[config.mk]
export PLATFORM = sky130hd
export DESIGN_NAME = student_circuit_q2
export DESIGN_NICKNAME = d
export VERILOG_FILES = /design/src/rtl/student_circuit_pkg.sv /design/src/rtl/sc_delay_line.sv /design/src/rtl/student_circuit_q2.sv
export SDC_FILE = /design/constraint.sdc
export NUM_CORES = 1
export LEC_CHECK = 0
export CORE_ASPECT_RATIO = 1.5
export CORE_UTILIZATION = 51
export DETAILED_ROUTE_END_ITERATION = 8
export PLACE_DENSITY = 0.71
export SYNTH_ARGS = -nofsm -noshare
export SYNTH_HDL_FRONTEND = slang
export SYNTH_HIERARCHICAL = 1
export SYNTH_SLANG_ARGS = --single-unit
[constraint.sdc]
create_clock -name clk -period 1.5 [get_ports clk]
set_input_delay 0.3 -clock clk [delete_from_list [all_inputs] [get_ports clk]]
set_output_delay 0.3 -clock clk [all_outputs]
set_load 0.05 [all_outputs]
[src/rtl/student_circuit_pkg.sv]
// Shared mode encoding and default sizing for the student circuit family.
package student_circuit_pkg;

    typedef enum logic [1:0] {
        MODE_PASS  = 2'd0,
        MODE_ACC   = 2'd1,
        MODE_MAX   = 2'd2,
        MODE_DELAY = 2'd3
    } mode_e;

    localparam int DEFAULT_W     = 8;
    localparam int DEFAULT_DEPTH = 4;

endpackage

[src/rtl/sc_delay_line.sv]
// DEPTH-stage shift register with enable and synchronous active-low clear.
module sc_delay_line #(
    parameter int W     = 8,
    parameter int DEPTH = 4
) (
    input  logic         clk,
    input  logic         clear_n,
    input  logic         en,
    input  logic [W-1:0] d,
    output logic [W-1:0] q
);

    logic [W-1:0] dly_q [DEPTH];
    logic [W-1:0] dly_d [DEPTH];

    always_comb begin
        dly_d = dly_q;
        if (en) begin
            dly_d[0] = d;
            for (int i = 1; i < DEPTH; i++) begin
                dly_d[i] = dly_q[i-1];
            end
        end
    end

    always_ff @(posedge clk) begin
        if (!clear_n) begin
            for (int i = 0; i < DEPTH; i++) begin
                dly_q[i] <= '0;
            end
        end else begin
            dly_q <= dly_d;
        end
    end

    assign q = dly_q[DEPTH-1];

endmodule

[src/rtl/student_circuit_q2.sv]
// Multi-mode sample processor: pass-through, wrapping accumulator with sticky
// overflow, running unsigned max, or a DEPTH-sample delay, chosen by mode.
module student_circuit_q2
    import student_circuit_pkg::*;
#(
    parameter int W     = DEFAULT_W,
    parameter int DEPTH = DEFAULT_DEPTH
) (
    input  logic         clk,
    input  logic         clear_n,
    input  logic         en,
    input  logic [1:0]   mode,
    input  logic [W-1:0] cct_input,
    output logic [W-1:0] cct_output,
    output logic         ovf
);

    mode_e        mode_q, mode_d, mode_in;
    logic [W-1:0] pass_q, pass_d;
    logic [W-1:0] acc_q, acc_d;
    logic [W-1:0] maxv_q, maxv_d;
    logic         ovf_q, ovf_d;
    logic [W:0]   sum;
    logic         entry;
    logic [W-1:0] dly_out;

    assign mode_in = mode_e'(mode);
    assign entry   = (mode_in != mode_q);
    assign sum     = {1'b0, acc_q} + {1'b0, cct_input};

    sc_delay_line #(.W(W), .DEPTH(DEPTH)) u_delay (
        .clk     (clk),
        .clear_n (clear_n),
        .en      (en),
        .d       (cct_input),
        .q       (dly_out)
    );

    // Each datapath only moves while its mode is the one being sampled;
    // a mode change restarts the newly selected datapath from the input.
    always_comb begin
        mode_d = mode_q;
        pass_d = pass_q;
        acc_d  = acc_q;
        maxv_d = maxv_q;
        ovf_d  = ovf_q;
        if (en) begin
            mode_d = mode_in;
            pass_d = cct_input;
            case (mode_in)
                MODE_ACC: begin
                    if (entry) begin
                        acc_d = cct_input;
                        ovf_d = 1'b0;
                    end else begin
                        acc_d = sum[W-1:0];
                        ovf_d = ovf_q | sum[W];
                    end
                end
                MODE_MAX: begin
                    if (entry || (cct_input > maxv_q)) begin
                        maxv_d = cct_input;
                    end
                end
                default: ;
            endcase
        end
    end

    always_ff @(posedge clk) begin
        if (!clear_n) begin
            mode_q <= MODE_PASS;
            pass_q <= '0;
            acc_q  <= '0;
            maxv_q <= '0;
            ovf_q  <= 1'b0;
        end else begin
            mode_q <= mode_d;
            pass_q <= pass_d;
            acc_q  <= acc_d;
            maxv_q <= maxv_d;
            ovf_q  <= ovf_d;
        end
    end

    always_comb begin
        cct_output = pass_q;
        case (mode_q)
            MODE_PASS:  cct_output = pass_q;
            MODE_ACC:   cct_output = acc_q;
            MODE_MAX:   cct_output = maxv_q;
            MODE_DELAY: cct_output = dly_out;
            default:    cct_output = pass_q;
        endcase
    end

    assign ovf = ovf_q;

endmodule

Word level (Yosys, flattened, before mapping)
Index checks and enable logic that the tools add are counted.
{"block": "classes", "addsub": 1, "mul": 0, "n_div": 0, "magnitude_cmp": 1, "eq_ne": 6, "n_shift": 0, "n_mux": 3, "bitwise": 1, "reduce_logical": 4}
{"cell": "$pmux 8 s4", "n": 1}
{"cell": "$add 8x8->9", "n": 1}
{"cell": "$gt 8x8->1", "n": 1}
{"cell": "$mux 8", "n": 1}
{"cell": "$eq 2x2->1 const B", "n": 3}
{"cell": "$eq 2x1->1 const B", "n": 2}
{"cell": "$reduce_and 3->1", "n": 1}
{"cell": "$logic_not 2->1", "n": 1}
{"cell": "$ne 2x2->1", "n": 1}
{"cell": "$reduce_and 2->1", "n": 1}
{"cell": "$logic_or 1x1->1", "n": 1}
{"cell": "$mux 1", "n": 1}
{"cell": "$or 1x1->1", "n": 1}
{"block": "totals", "regBits": 51, "latchBits": 0, "mem_bits_rw": 0, "mem_bits_ro": 0, "input_bits": 13, "output_inout_bits": 9, "mem_count": 0}

Longest topological paths before layout
Gate-level depths: netlist of the first run.
{"block": "logic_depth", "word_depth": 3, "mapped_depth": 8, "mapped_depth_nobuf": 8}

Hierarchy
The synthesis of the first run kept the hierarchy.
{"module": "student_circuit_q2", "n_inst": 1, "cells_per_inst": 197, "area_each_um2": 1856.8, "seq_area_each_um2": 540.5}
{"module": "sc_delay_line", "n_inst": 1, "cells_per_inst": 111, "area_each_um2": 1303.8, "seq_area_each_um2": 640.6}

Least setup slack after synthesis of the first run
No wires, ideal clock.
{"block": "synth_path", "path_kind": "register -> register", "start": "reg acc_q[0]", "end": "reg acc_q[6]", "arrival_time_ns": 1.543, "path_slack_ns": -0.157, "stages_incl_launch_ff": 9, "cell_sequence": "dfxtp_1 > ha_1 > inv_1 > fa_1 > nor2b_1 > o31a_1 > o31a_1 > a211oi_1 > a21o_1"}
{"block": "synth_between", "elab_chain_len": 2}
{"item": "from (decl)", "line": "student_circuit_q2.sv:20", "text": "logic [W-1:0] acc_q, acc_d;"}
{"item": "from (signal assigned)", "line": "student_circuit_q2.sv:74", "text": "acc_q <= '0;"}
{"item": "from (signal assigned)", "line": "student_circuit_q2.sv:80", "text": "acc_q <= acc_d;"}
{"item": "$add 8x8->9", "line": "student_circuit_q2.sv:29", "text": "assign sum = {1'b0, acc_q} + {1'b0, cct_input};"}
{"item": "$mux 8", "line": "student_circuit_q2.sv:52", "text": "if (entry) begin"}
Every way passes these cells.
A chain may end at the register's enable or synchronous reset.

Worst setup path after layout of the first run
{"block": "layout_path", "start": "reg mode_q[1]", "end": "out cct_output[2]"}
{"block": "layout_between", "elab_chain_len": 2, "elab_cells_between_ends": 5, "classes_between": "eq/ne (3); mux (1); reduce/logical (1)"}
{"item": "from (decl)", "line": "student_circuit_q2.sv:18", "text": "mode_e mode_q, mode_d, mode_in;"}
{"item": "from (signal assigned)", "line": "student_circuit_q2.sv:78", "text": "mode_q <= mode_d;"}
{"item": "$eq 2x2->1, or another cell as far along", "line": "student_circuit_q2.sv:88", "text": "case (mode_q)"}
{"item": "$pmux 8 s4 (*)", "line": "student_circuit_q2.sv:88"}
{"item": "to (decl)", "line": "student_circuit_q2.sv:14", "text": "output logic [W-1:0] cct_output,"}
Mark *: on every way between the ends. The rest lies on a longest branch, timed or not.

==> results.toml, run 1 <==
[critical_path]
ff2ff_setup_slack_ns = -0.28
start_kind = "flop"
path_max_fanout = 6
cp_cell_sequence = "buf_12 -> mux4_2 -> buf_8"
cp.required_ns = 1.20
cp.arrival_ns = 1.57
crit_family = "multiplexers"
worst-path-buf-inv = 2
cpPeakStageDelay_ns = 0.55
crit_slowest_cell = "mux4_2"
cp-end-kind = "output pin"
critPathKind = "reg2out"

[sta]
maxSlewViolCount = 0
finalSetupViolCount = 21
fin_crit_sh_pct = 124
max-slew-margin-rel_pct = 74.4
min_period_ns = 1.87
setup_tns_ns = -5.11
tightest_slew_ns = 0.384
hold_violations = 0
finalWorstSetupSlack_ns = -0.366
rsz0062_at_grt = "yes"
skew_ns = 0.0145
fmax_mhz = 536

[final_layout]
diodes = 0
fin_nets = 407
final_common_cell = "buf_4"
n_fill_cell = 417
final_cell_mix = "buf_4, mux2i_1, dfxtp_1"
final_util_pct = 71.4
drive_above_1_share_pct = 39.5
area_growth_pct = 32.7

[drt]
vias = 2432
wire_per_inst_um = 16.5
vias_per_cell = 5.38
antenna_left = 0
wl_um = 7470
drc = 0
first_pass_iters = 4
drtIter0Drc = 108

[power]
power_frac_comb_pct = 21.8
finalPower_mw = 3.63
clkPwrFrac_pct = 32.3
p_per_area_nw_per_um2 = 865
peakVddDrop_v = 0.000742
switching_share_pct = 28.3
p_seq_share_pct = 45.9
p_leak_nw = 1.77
p_int_mw = 2.60
power_switching_mw = 1.03

[grt]
grt_pass1_vias = 2380
grt_overflow_total = 0
grt_max_degree = 24
gr-usage-all-layers_pct = 23.9
grt_pass1_wl_um = 11500
grt_antenna_before_repair = 0

[logic_synthesis]
synth_nets = 338
syn_area_um2 = 3160
netlist_instances = 308
synth-seq-cells = 59
synth_seq_area_share_pct = 37.4
yosysUniqueCellTypes = 40
syn_area_per_cell_um2 = 10.3
ys_warn_count = 6

[clocking]
clk_latency_ns = 0.35
cts_buffer_depth = 2
cts_tree = "done"
clkTransAtPathRegs_ns = 0.07
htree_levels = 3
root_buffer = "clkbuf_8"
numCtsBuffers = 9
clock_sinks = 59
cts_hold_buf = 0

[floorplanning]
dieHeight_um = 98.4
die_area_um2 = 6520
core_um2 = 5870
ios = 22
die_w_um = 66.3
rows = 34
start_util_pct = 53.8

[place]
port_buffers = 21
place.gp.congestion = 0.890
dpl.hpwl_um = 4980

[job]
max_cap_viol_count = 0

[run_status]
violations = "setup timing"
status = "finished, violations left"

[worst_hold_path]
hp-class = "in2reg"
==> layer usage <==
metal | part of all wire (%) | wire length [um] | vias to the layer above | GRT usage (%)
met4 | 3.7 | 277 | 0 | 14.2
li1 | - | - | 1197 | -
met3 | 2.4 | 177 | 21 | 4.28
met5 | 0 | 0 | - | 0
met1 | 43 | 3200 | 1171 | 28.3
met2 | 51 | 3820 | 43 | 39.5
==> repair_timing <==
| action | 4_1_cts | 5_1_grt |
|---|---|---|
| pin swaps | 25 | 24 |
| setup buffers | 5 | 0 |
| endpoints found under the setup margin | 25 | 25 |
| hold endpoints to repair | 0 | 0 |
| resized for setup | 60 | 34 |
| cloned | 0 | 0 |
==> worst register-to-register path, cell delays in order, from the launching register on <==
cell and delay [ns]:
dfxtp_2 0.34, inv_2 0.05, ha_4 0.26, nand4_1 0.17, buf_4 0.20, a21oi_2 0.13, o31a_1 0.19, buf_6 0.15
mux2i_1 0.21
==> layout make-up <==
type                       instances  area, um^2  share of cell area (%)
multi-input combinational        213        1990                    47.4
sequential                        59        1200                    28.6
inverter                          11        41.3                   0.985
tap                               72        90.1                    2.15
clock buffer                      10         128                    3.04
timing repair buffer              83         727                    17.3
clock inverter                     4        20.0                   0.477
==> through the flow <==
step                      hold slack [ns]  area, um^2  setup WS, ns  std cells
after floorplan                     0.428        3170        -0.145        308
after global placement              0.491        3690        -0.755        433
after detailed placement            0.503        3690        -0.778        433
after CTS                           0.364        4070        -0.363        452
after global routing                0.327        4190        -0.379        452
final                               0.272        4190        -0.366        452
==> synthesized netlist by cell type <==
master	n	share of area (%)
buf_6	4	1.4
o31ai_1	1	0.24
ha_1	16	6.3
a21boi_0	2	0.47
or3_1	1	0.20
inv_1	11	1.3
o311ai_0	1	0.28
xor2_1	1	0.28
dfxtp_1	59	37
mux4_2	3	2.1
nand2_1	28	3.3
buf_12	3	1.9
nor2_1	6	0.71
a211o_1	1	0.28
nor3_1	1	0.16
nand3b_1	1	0.24
xnor2_1	2	0.55
mux2i_1	51	16
o22a_1	1	0.28
a21oi_1	10	1.6
o21a_1	2	0.47
a211oi_1	4	0.95
nand3_1	2	0.32
o21ai_0	11	1.7
o31a_1	4	1.1
clkbuf_1	8	0.95
buf_1	1	0.12
nand4_1	2	0.40
nand2b_1	1	0.20
fa_1	1	0.63
nor2b_1	44	8.7
buf_4	9	2.1
mux4_1	5	4.2
o211ai_1	3	0.71
a31oi_1	1	0.20
and3b_1	1	0.28
a21o_1	2	0.47
a211oi_2	1	0.40
and2_1	1	0.20
o211a_1	2	0.63
==> flip-flops by register name, indices dropped and copies added, names as in the netlist <==
register / flops
pass_q: 8
mode_q: 2
maxv_q: 8
u_delay/dly_q: 24
acc_q: 8
ovf: 1
u_delay/q: 8
==> final timing paths <==
kind / from / end / cells past startpoint
min reg2reg: u_delay/dly_q[9] / u_delay/q[1] / 2
min: cct_input[1] / maxv_q[1] / 3
max: mode_q[1] / cct_output[2] / 3
max reg2reg: maxv_q[5] / maxv_q[5] / 8
==> power by group through the flow <==
stage	clock network (mW)	logic [mW]	registers, mW
finish	1.17	0.791	1.67
global route	1.26	0.850	1.67
CTS	1.18	0.734	1.67
detailed placement	0	0.659	1.70
global placement	0	0.645	1.70
floorplan	0	0.421	1.69
==> logic make-up (layout without fill, tap and decap cells) <==
| family | after synthesis | in the layout | share of synthesized area [%] |
|---|---|---|---|
| adder cells (fa/ha/maj) | 17 | 17 | 6.97 |
| multiplexers | 59 | 59 | 22.4 |
| AO/OA/AOI/OAI | 46 | 46 | 9.82 |
| AND/OR/NAND/NOR | 88 | 88 | 14.7 |
| XOR/XNOR | 3 | 3 | 0.832 |
| buffers and inverters | 36 | 108 | 7.84 |
| flip-flops | 59 | 59 | 37.4 |
Note: power is estimated with default switching activity, not from simulation.
==> run 2, diff against run 1 <==
Settings changed: PLACE_DENSITY 0.71 to 0.69, TNS_END_PERCENT set to 30.
Clock period 1.5 ns to 2 ns, I/O delays scaled along.
==> results.toml, run 2 (synthesized netlist as in run 1, its figures left out) <==
[grt]
grt_use_met3_pct = 3.59
grt_util_met1_pct = 25.6
grt_max_degree = 29
grt_antenna_before_repair = 0
grtUsageMet2_pct = 37.9
grt_pass1_wl_um = 10800
grt_pass1_vias = 2335
grt_overflow_total = 0
gr-usage-all-layers_pct = 22.3
grt-busiest-layer = "met2"

[final_layout]
design_area_um2 = 3760
area_growth_pct = 18.9
top_register = "u_delay/dly_q"
final_util_pct = 64.0
largest_reg_flops = 24
final_common_cell = "dfxtp_1"
final_cell_mix = "dfxtp_1, mux2i_1, nor2b_1"
fin_nets = 379
drive_above_1_share_pct = 20.1
layout.cells.non_filler = 426
diodes = 0

[clocking]
clkTransAtPathRegs_ns = 0.07
root_buffer = "clkbuf_8"
cts_buffer_depth = 2
cts_hold_buf = 0
htree_levels = 3
numCtsBuffers = 9
cts_setup_buffers = 0
clk_latency_ns = 0.34
cts_tree = "done"
clock_sinks = 59

[drt]
wire_per_inst_um = 15.3
antenna_left = 0
first_pass_iters = 4
drc = 0
vias_per_cell = 5.41
wl_um = 6520
drtIter0Drc = 72
vias = 2306

[sta]
finalSetupViolCount = 1
maxSlewViolCount = 0
max-slew-margin-rel_pct = 66.1
rsz0062_at_grt = "yes"
min_period_ns = 2.01
skew_ns = 0.0116
timing.hold.ws_ns = 0.423
finalWorstSetupSlack_ns = -0.0125
fin_crit_sh_pct = 101
tightest_slew_ns = 0.507
hold_violations = 0
fmax_mhz = 497

[floorplanning]
core_um2 = 5870
dieHeight_um = 98.4
rows = 34
die_w_um = 66.3
start_util_pct = 53.8
ios = 22
die_area_um2 = 6520

[power]
p_leak_nw = 1.63
p_per_area_nw_per_um2 = 780
peakVddDrop_v = 0.000707

[place]
place.gp.congestion = 0.808
post_dp_cell_area_um2 = 3500
dpl.hpwl_um = 4840
port_buffers = 21
place_ws_ns = -0.430
place_inst = 410

[worst_hold_path]
hp-class = "in2reg"

[critical_path]
critPathKind = "reg2out"
cp.arrival_ns = 1.61
path_max_fanout = 7
cp.required_ns = 1.60
start_kind = "flop"
cp-end-kind = "output pin"

[job]
max_cap_viol_count = 0

[run_status]
violations = "setup timing"
status = "finished, violations left"
[run 2: routing by layer]
layer  wire length, um  part of all wire, %
met4               227                  3.5
met2              3310                   51
met1              2870                   44
met3               116                  1.8
met5                 0                    0
[run 2: layout make-up]
class,instances,area [um^2]
fill,531,2110
tap,72,90.1
timing repair buffer,55,488
multi-input combinational,213,1730
clock inverter,6,88.8
inverter,11,41.3
sequential,59,1180
clock buffer,10,138
[run 2: through the flow]
stage / total power, mW / TNS [ns]
floorplan: 1.57 / 0
detailed placement: 1.73 / -5.05
global route: 3.06 / -0.106
finish: 2.93 / -0.0125
CTS: 2.96 / -0.0298
global placement: 1.72 / -4.85
[run 2: report_power, final]
group | switching (mW) | internal [mW] | total [mW]
clock network | 0.490 | 0.734 | 1.22
logic | 0.234 | 0.223 | 0.458
registers | 0.0308 | 1.22 | 1.25
total | 0.755 | 2.18 | 2.93
[run 2: path summary, 6_finish.rpt]
check	cells past startpoint	slack, ns	start	end
min	3	0.42	en	mode_q[1]
max	3	-0.01	mode_q[1]	cct_output[2]
min reg2reg	2	0.47	maxv_q[2]	maxv_q[2]
max reg2reg	8	0.14	acc_q[0]	acc_q[6]
[run 2: what timing repair did]
| action | in CTS | in global routing |
|---|---|---|
| pin swaps | 1 | 1 |
| endpoints found under the setup margin | 11 | 15 |
| resized for setup | 12 | 6 |
[run 2: worst max-delay path, stage by stage, from the launching register on]
cell,delay (ns)
dfxtp_1,0.35
buf_6,0.15
mux4_1,0.59
buf_6,0.18
